<file path="src/rtl/int_issue_arbiter_pkg.sv">
// Unit codes, fixed integer latency and sizing helper shared by the issue arbiter slice.
package issue_arb_pkg;

  typedef enum logic [1:0] {
    UNIT_INT  = 2'd0,
    UNIT_MUL  = 2'd1,
    UNIT_DIV  = 2'd2,
    UNIT_NONE = 2'd3
  } unit_e;

  localparam int INT_LAT = 1;

  function automatic int max(input int a, input int b);
    return (a > b) ? a : b;
  endfunction

endpackage

</file>
<file path="src/rtl/int_issue_arbiter_cdb_slot_tracker.sv">
// CDB write-back booking shift register: res/src slot k describes the cycle k cycles from now.
module cdb_slot_tracker
  import issue_arb_pkg::*;
#(
  parameter int MAXL = 8
) (
  input  logic            clk,
  input  logic            reset,
  input  logic            book,
  input  logic [3:0]      book_lat,
  input  logic [1:0]      book_src,
  output logic [MAXL:0]   busy,
  output logic            cdb_drive_valid,
  output logic [1:0]      cdb_drive_sel
);

  logic [MAXL:0] res_q, res_d;
  logic [1:0]    src_q [0:MAXL];
  logic [1:0]    src_d [0:MAXL];

  always_comb begin
    res_d = '0;
    for (int k = 0; k <= MAXL; k++) src_d[k] = UNIT_NONE;
    // A booking of latency L lands in slot L-1 because every slot also moves one step closer.
    for (int k = 0; k < MAXL; k++) begin
      if (book && (int'(book_lat) == k + 1)) begin
        res_d[k] = 1'b1;
        src_d[k] = book_src;
      end else begin
        res_d[k] = res_q[k+1];
        src_d[k] = src_q[k+1];
      end
    end
  end

  always_ff @(posedge clk) begin
    if (reset) begin
      res_q <= '0;
      for (int k = 0; k <= MAXL; k++) src_q[k] <= UNIT_NONE;
    end else begin
      res_q <= res_d;
      for (int k = 0; k <= MAXL; k++) src_q[k] <= src_d[k];
    end
  end

  assign busy            = res_q;
  assign cdb_drive_valid = res_q[0];
  assign cdb_drive_sel   = src_q[0];

endmodule

</file>
<file path="src/rtl/int_issue_arbiter.sv">
// Round-robin issue arbiter for int/mul/div stations with CDB slot booking.
// Optional stall counter enabled by defining ARB_PERF_CNT_EN.
module int_issue_arbiter
  import issue_arb_pkg::*;
#(
  parameter int MUL_LAT = 4,
  parameter int DIV_LAT = 8
) (
  input  logic        clk,
  input  logic        reset,
  input  logic        int_issueque_ready,
  input  logic        mul_issueque_ready,
  input  logic        div_issueque_ready,
  output logic        int_issueblk_done,
  output logic        mul_issueblk_done,
  output logic        div_issueblk_done,
  output logic        issue_valid,
  output logic [1:0]  issue_unit,
  output logic        cdb_drive_valid,
  output logic [1:0]  cdb_drive_sel,
  output logic        div_busy,
  output logic [15:0] arb_stall_count
);

  localparam int MAXL = max(MUL_LAT, DIV_LAT);

  logic [MAXL:0] busy;
  logic [1:0]    rr_ptr_q, rr_ptr_d;
  logic [3:0]    div_cnt_q, div_cnt_d;
  logic [2:0]    elig;
  logic          gnt_vld;
  unit_e         gnt_unit;
  logic [3:0]    book_lat;
  logic          cdb_vld_raw;
  logic [1:0]    cdb_sel_raw;

  assign elig[0] = int_issueque_ready && !busy[INT_LAT];
  assign elig[1] = mul_issueque_ready && !busy[MUL_LAT];
  assign elig[2] = div_issueque_ready && !busy[DIV_LAT] && (div_cnt_q == 4'd0);

  always_comb begin : rr_select
    int sum;
    logic [1:0] cand;
    sum      = 0;
    cand     = 2'd0;
    gnt_vld  = 1'b0;
    gnt_unit = UNIT_NONE;
    for (int i = 0; i < 3; i++) begin
      sum = int'(rr_ptr_q) + i;
      if (sum >= 3) sum = sum - 3;
      cand = sum[1:0];
      if (!gnt_vld && elig[cand]) begin
        gnt_vld  = 1'b1;
        gnt_unit = unit_e'(cand);
      end
    end
    if (reset) begin
      gnt_vld  = 1'b0;
      gnt_unit = UNIT_NONE;
    end
  end

  always_comb begin
    case (gnt_unit)
      UNIT_MUL: book_lat = 4'(MUL_LAT);
      UNIT_DIV: book_lat = 4'(DIV_LAT);
      default:  book_lat = 4'(INT_LAT);
    endcase
  end

  always_comb begin
    rr_ptr_d = rr_ptr_q;
    if (gnt_vld) begin
      case (gnt_unit)
        UNIT_INT: rr_ptr_d = 2'd1;
        UNIT_MUL: rr_ptr_d = 2'd2;
        default:  rr_ptr_d = 2'd0;
      endcase
    end
    div_cnt_d = div_cnt_q;
    if (gnt_vld && gnt_unit == UNIT_DIV) div_cnt_d = 4'(DIV_LAT - 1);
    else if (div_cnt_q != 4'd0)          div_cnt_d = div_cnt_q - 4'd1;
  end

  always_ff @(posedge clk) begin
    if (reset) begin
      rr_ptr_q  <= 2'd0;
      div_cnt_q <= 4'd0;
    end else begin
      rr_ptr_q  <= rr_ptr_d;
      div_cnt_q <= div_cnt_d;
    end
  end

  cdb_slot_tracker #(.MAXL(MAXL)) u_slots (
    .clk             (clk),
    .reset           (reset),
    .book            (gnt_vld),
    .book_lat        (book_lat),
    .book_src        (gnt_unit),
    .busy            (busy),
    .cdb_drive_valid (cdb_vld_raw),
    .cdb_drive_sel   (cdb_sel_raw)
  );

  assign int_issueblk_done = gnt_vld && (gnt_unit == UNIT_INT);
  assign mul_issueblk_done = gnt_vld && (gnt_unit == UNIT_MUL);
  assign div_issueblk_done = gnt_vld && (gnt_unit == UNIT_DIV);
  assign issue_valid       = gnt_vld;
  assign issue_unit        = gnt_unit;
  // Registered views are masked so the reset cycle itself shows idle values.
  assign cdb_drive_valid   = !reset && cdb_vld_raw;
  assign cdb_drive_sel     = reset ? UNIT_NONE : cdb_sel_raw;
  assign div_busy          = !reset && (div_cnt_q != 4'd0);

`ifdef ARB_PERF_CNT_EN
  logic [15:0] stall_cnt_q, stall_cnt_d;
  logic        any_ready;

  assign any_ready = int_issueque_ready || mul_issueque_ready || div_issueque_ready;

  always_comb begin
    stall_cnt_d = stall_cnt_q;
    if (any_ready && !gnt_vld && stall_cnt_q != 16'hFFFF) stall_cnt_d = stall_cnt_q + 16'd1;
  end

  always_ff @(posedge clk) begin
    if (reset) stall_cnt_q <= 16'd0;
    else       stall_cnt_q <= stall_cnt_d;
  end

  assign arb_stall_count = reset ? 16'd0 : stall_cnt_q;
`else
  assign arb_stall_count = 16'h0000;
`endif

endmodule

</file>
<file path="config.mk">
export PLATFORM = sky130hd
export DESIGN_NAME = int_issue_arbiter
export DESIGN_NICKNAME = d
export VERILOG_FILES = /design/src/rtl/int_issue_arbiter_pkg.sv /design/src/rtl/int_issue_arbiter_cdb_slot_tracker.sv /design/src/rtl/int_issue_arbiter.sv
export SDC_FILE = /design/constraint.sdc
export NUM_CORES = 1
export LEC_CHECK = 0
export CAP_MARGIN = 10
export CORE_ASPECT_RATIO = 1.2
export CORE_UTILIZATION = 48
export CTS_BUF_LIST = sky130_fd_sc_hd__clkbuf_4
export DETAILED_ROUTE_END_ITERATION = 8
export GPL_ROUTABILITY_DRIVEN = 0
export GPL_TIMING_DRIVEN = 0
export PLACE_DENSITY = 0.77
export SLEW_MARGIN = 20
export SYNTH_ARGS = -nofsm -noshare
export SYNTH_HDL_FRONTEND = slang
export SYNTH_HIERARCHICAL = 1
export SYNTH_SLANG_ARGS = --single-unit
</file>
<file path="constraint.sdc">
create_clock -name clk -period 2.7 [get_ports clk]
set_input_delay 0.27 -clock clk [delete_from_list [all_inputs] [get_ports clk]]
set_output_delay 0.27 -clock clk [all_outputs]
set_load 0.02 [all_outputs]
</file>
* Word level (Yosys, flattened, before mapping)
Memories as Yosys holds them, arrays and structs flattened.
Cells that the tools add are included.
Widths: inputs -> output; s select.
** Storage, ports and cells
- Flip-flop bits (word level) :: 15
- Memory bits (writable) :: 18
- Memories :: 1
** Operators by class
- Add/subtract/negate cells :: 6
- $lt $le $gt $ge :: 6
- Eq/ne operators :: 10
- Muxes and demuxes :: 50
- Bitwise operators :: 9
- Reductions and logical operators :: 30
** Memories
- u_slots.src_q :: depth 9, bits a word 2, rd ports 9, clocked after memory_dff 0, write ports 9, line int_issue_arbiter_cdb_slot_tracker.sv:18 : logic [1:0] src_q [0:MAXL];
** Operators with widths (count)
- $mux 2 :: 25
- $eq 4x4->1 const B :: 5
- $logic_and 1x1->1 :: 19
- $mux 1 :: 18
- $lt 2x3->1 const B :: 3
- $or 1x1->1 :: 9
- $eq 4x3->1 const B :: 2
- $pmux 4 s2 :: 1
- $bmux 1 s2 :: 3
- $ge 3x2->1 const B :: 2
- $logic_not 1->1 :: 6
- $mux 3 :: 2
- $sub 2x2->2 const B :: 3
- $eq 4x2->1 const B :: 1
- $logic_not 4->1 :: 1
- $pmux 2 s2 :: 1
- $reduce_bool 4->1 :: 1
- $sub 4x1->4 const B :: 1
- $add 2x1->3 const B :: 1
- $add 2x2->3 const B :: 1
- $eq 2x1->1 const B :: 1
- $eq 2x2->1 const B :: 1
- $ge 2x2->1 const B :: 1
- $logic_not 2->1 :: 1
- other kinds (2) :: 2

* Depth between registers and ports, before layout
Gate-level depths: netlist of run 1.
- Depth in word-level cells :: 19
- Mapped depth :: 13
- Gate-level depth less buffers :: 12

* Hierarchy
The synthesis of run 1 kept the hierarchy.
** By module, submodules not included
- cdb_slot_tracker :: times used 1, cells an instance 100, area an instance 929.6 um2
- int_issue_arbiter :: times used 1, cells an instance 93, area an instance 730.7 um2

* Least setup slack after synthesis of run 1
OpenSTA, ideal clock, no wires.
- Path type :: flip-flop to flip-flop
- Start point :: register div_cnt_q[0]
- End point :: memory u_slots.src_q[4][0], in the netlist u_slots/src_q[0][8]
- Setup time :: 0.120 ns
- Arrival time :: 2.787 ns
- Setup slack :: -0.206 ns
- Stages on the path, launching flop included :: 13
- Path buffers :: 2
- Cell sequence :: dfxtp_1 inv_1 ha_1 nor3b_4 a21oi_2 maj3_2 a221o_1 buf_6 nor2_1 and3b_1 buf_4 nand2_1 a211o_1
** RTL lines
- start: declaration :: line int_issue_arbiter.sv:29 : logic [3:0] div_cnt_q, div_cnt_d;
- start signal: assignment :: line int_issue_arbiter.sv:91 : div_cnt_q <= div_cnt_d;
- end: declaration :: line int_issue_arbiter_cdb_slot_tracker.sv:18

* Worst setup path in the final report of run 1
- Start point :: register div_cnt_q[0]
- End point :: output div_issueblk_done
** On the way
- Word-level cells in the longest chain between the ends :: 14
** RTL lines
- $logic_not 4->1 (*) :: line int_issue_arbiter.sv:39 : assign elig[2] = div_issueque_ready && !busy[DIV_LAT] && (div_cnt_q == 4'd0);
- $logic_and 1x1->1 (*) :: line int_issue_arbiter.sv:39
- $bmux 1 s2 :: line int_issue_arbiter.sv:52 : if (!gnt_vld && elig[cand]) begin
- $mux 1 (implied by the code) :: line int_issue_arbiter.sv:52
- $mux 1 :: line int_issue_arbiter.sv:52
- $logic_not 1->1 :: line int_issue_arbiter.sv:52
- $logic_and 1x1->1 :: line int_issue_arbiter.sv:52
- $mux 1 :: line int_issue_arbiter.sv:52
- $logic_not 1->1 :: line int_issue_arbiter.sv:52
- $logic_and 1x1->1 :: line int_issue_arbiter.sv:52
- $mux 2 :: line int_issue_arbiter.sv:52
- $mux 2 :: line int_issue_arbiter.sv:57 : if (reset) begin
- $eq 2x2->1 :: line int_issue_arbiter.sv:108 : assign div_issueblk_done = gnt_vld && (gnt_unit == UNIT_DIV);
- $logic_and 1x1->1 (*) :: line int_issue_arbiter.sv:108
- end: declaration :: line int_issue_arbiter.sv:16 : output logic div_issueblk_done,
Every way passes the cells marked *; elsewhere a longest branch is shown, timed or not. The select of a mux whose other input is x is not followed.

==> results of run 1 <==
==> final timing paths <==
check | depth (start not counted) | end | from | slack [ps]
max | 11 | div_issueblk_done | div_cnt_q[0] | 70
min | 2 | u_slots/busy[5] | u_slots/busy[6] | 440
max reg2reg | 13 | u_slots/src_q[0][6] | div_cnt_q[0] | 80
min reg2reg | 2 | u_slots/busy[5] | u_slots/busy[6] | 440
==> per-layer routing <==
layer / global-route usage, % / vias up / share of wire, %
met2: 33.73 / 38 / 52
met4: 9.688 / 0 / 1.2
met3: 4.110 / 5 / 4.5
met5: 0 / - / 0
li1: - / 710 / -
met1: 20.79 / 678 / 42
==> where the power goes <==
group          total (W)  internal, W  switching, W
clock network   0.000252    0.0000966      0.000155
registers       0.000518     0.000487     0.0000315
logic           0.000691     0.000356      0.000335
==> timing repair <==
action                     in CTS  in global routing
gates resized for setup        40                 17
setup endpoints to repair      17                 16
buffers inserted                8                  7
pin swaps                       6                 16
hold buffers                    0                  0
==> critical path: cells and delay by family, from the launching register on <==
family	cells	cell delay, ps
adder cells (fa/ha/maj)	2	350
AND/OR/NAND/NOR	3	360
buffers and inverters	3	370
flip-flops	1	340
AO/OA/AOI/OAI	3	620
==> metrics by stage <==
stage	total power [W]	utilization, %	instance area, sq um	setup slack [ps]	std cells
finish	0.001462	66.20	2191	71.14	281
global route	0.001557	66.20	2191	-90.75	281
CTS	0.001371	62.72	2076	3.041	275
detailed placement	0.001018	57.62	1907	-480.3	259
global placement	0.001009	57.62	1907	-466.3	259
floorplan	0.0009171	-	1720	25.85	208
==> sequential cells by signal, indices dropped and copies added (netlist names) <==
register	cells
u_slots/busy	8
u_slots/src_q	16
rr_ptr_q	2
div_cnt_q	4
==> area by class of cell <==
type	count	share of cell area [%]
plain buffers	26	8.909
inverters	10	1.713
well taps	37	2.113
flip-flops and latches	30	27.58
clock inverters	3	0.7424
multi-input cells	142	46.37
clock buffers	5	1.713
repair buffers	28	10.85
==> reports/qor.yml, run 1 <==
period_needed_ps: 2629
drv_slew: 0
critPathMaxFanout: 7
mostFrequentLayoutCells: "35 x buf_4, 28 x nor2_1, 27 x dfxtp_1, 18 x conb_1, 10 x a211o_1"
grt_usage_pct: 18.79
vias: 1431
cp_common_cell: "ha_4"
hold_path.class: "flop to flop"
final_common_cell: "buf_4"
antenna_found_initial: 0
drc: 0
p_leak_nw: 0.9741
yosysWarnings: 6
cts-root-buf: "clkbuf_4"
p_per_area_nw_per_um2: 667.3
hpwl_um: 2225
cts_buffer_depth: 2
peakVddDrop_uv: 628.0
slowest_stage: "dfxtp_2"
die_x_um: 55.57
fp-row-count: 23
initial_utilization_pct: 49.94
dieHeight_um: 66.28
critPathKind: "flop to output port"
finalCritPeriodShare_pct: 97.37
dieArea_sq_um: 3683
tns_ps: 0
ant_nets: 0
diodes: 0
cts_tree: "done"
syn_inst: 192
port_buffers: 14
clk_latency_ps: 330
max-cap-violations: 0
numCtsBuffers: 5
tightest_slew_ps: 577.4
io-pin-count: 31
fin_nets: 255
netlist_area_sq_um: 1653
first_pass_iters: 4
vias_per_cell: 5.093
drt_iter0_drc: 33
wirelength_um: 3454
multi_input_area_sq_um: 1016
grt_max_degree: 14
htreeDepth: 2
crit_required_ps: 2430
hold_viol_final: 0
timing.hold.ws_ps: 440.8
cts.clk_slew.worst_paths_ps: 100
cp-start-kind: "flop"
critPathMaxStageDelay_ps: 340
overflow: 0
path_cells: "inv_2, ha_4, nor3b_4, buf_6, a21oi_4, o21a_1, a211o_1, ha_4, nand2b_4, nor2_1, buf_4"
drive_above_1_share_pct: 34.02
area_growth_pct: 32.55
regArea_sq_um: 604.3
cts.sinks: 30
core_sq_um: 3309
fin_skew_ps: 8.311
syn_area_per_cell_sq_um: 8.609
maxSlewHeadroom_pct: 61.51
nFillCells: 291
worstSetupEndpointType: "output port"
grt_pass1_vias: 1284
finalSetupViolCount: 0
rsz0062_at_grt: "true"
worst_ep_arrival_time_ps: 2360
status: "complete, no violations"
wl_per_cell_um: 12.29
grt_pass1_wl_um: 5478
fmax_mhz: 380.4
No activity file was read; power rests on OpenSTA's default activity.
==> run 2, diff against run 1 <==
GPL_ROUTABILITY_DRIVEN = 1   (was 0)
==> results of run 2 <==
Final layout, timing and power as in run 1 (identical DEF).
==> run 3, diff against run 2 <==
HOLD_SLACK_MARGIN = 0.1   (was unset)
==> results of run 3 <==
Final layout, timing and power as in run 1 (identical DEF).
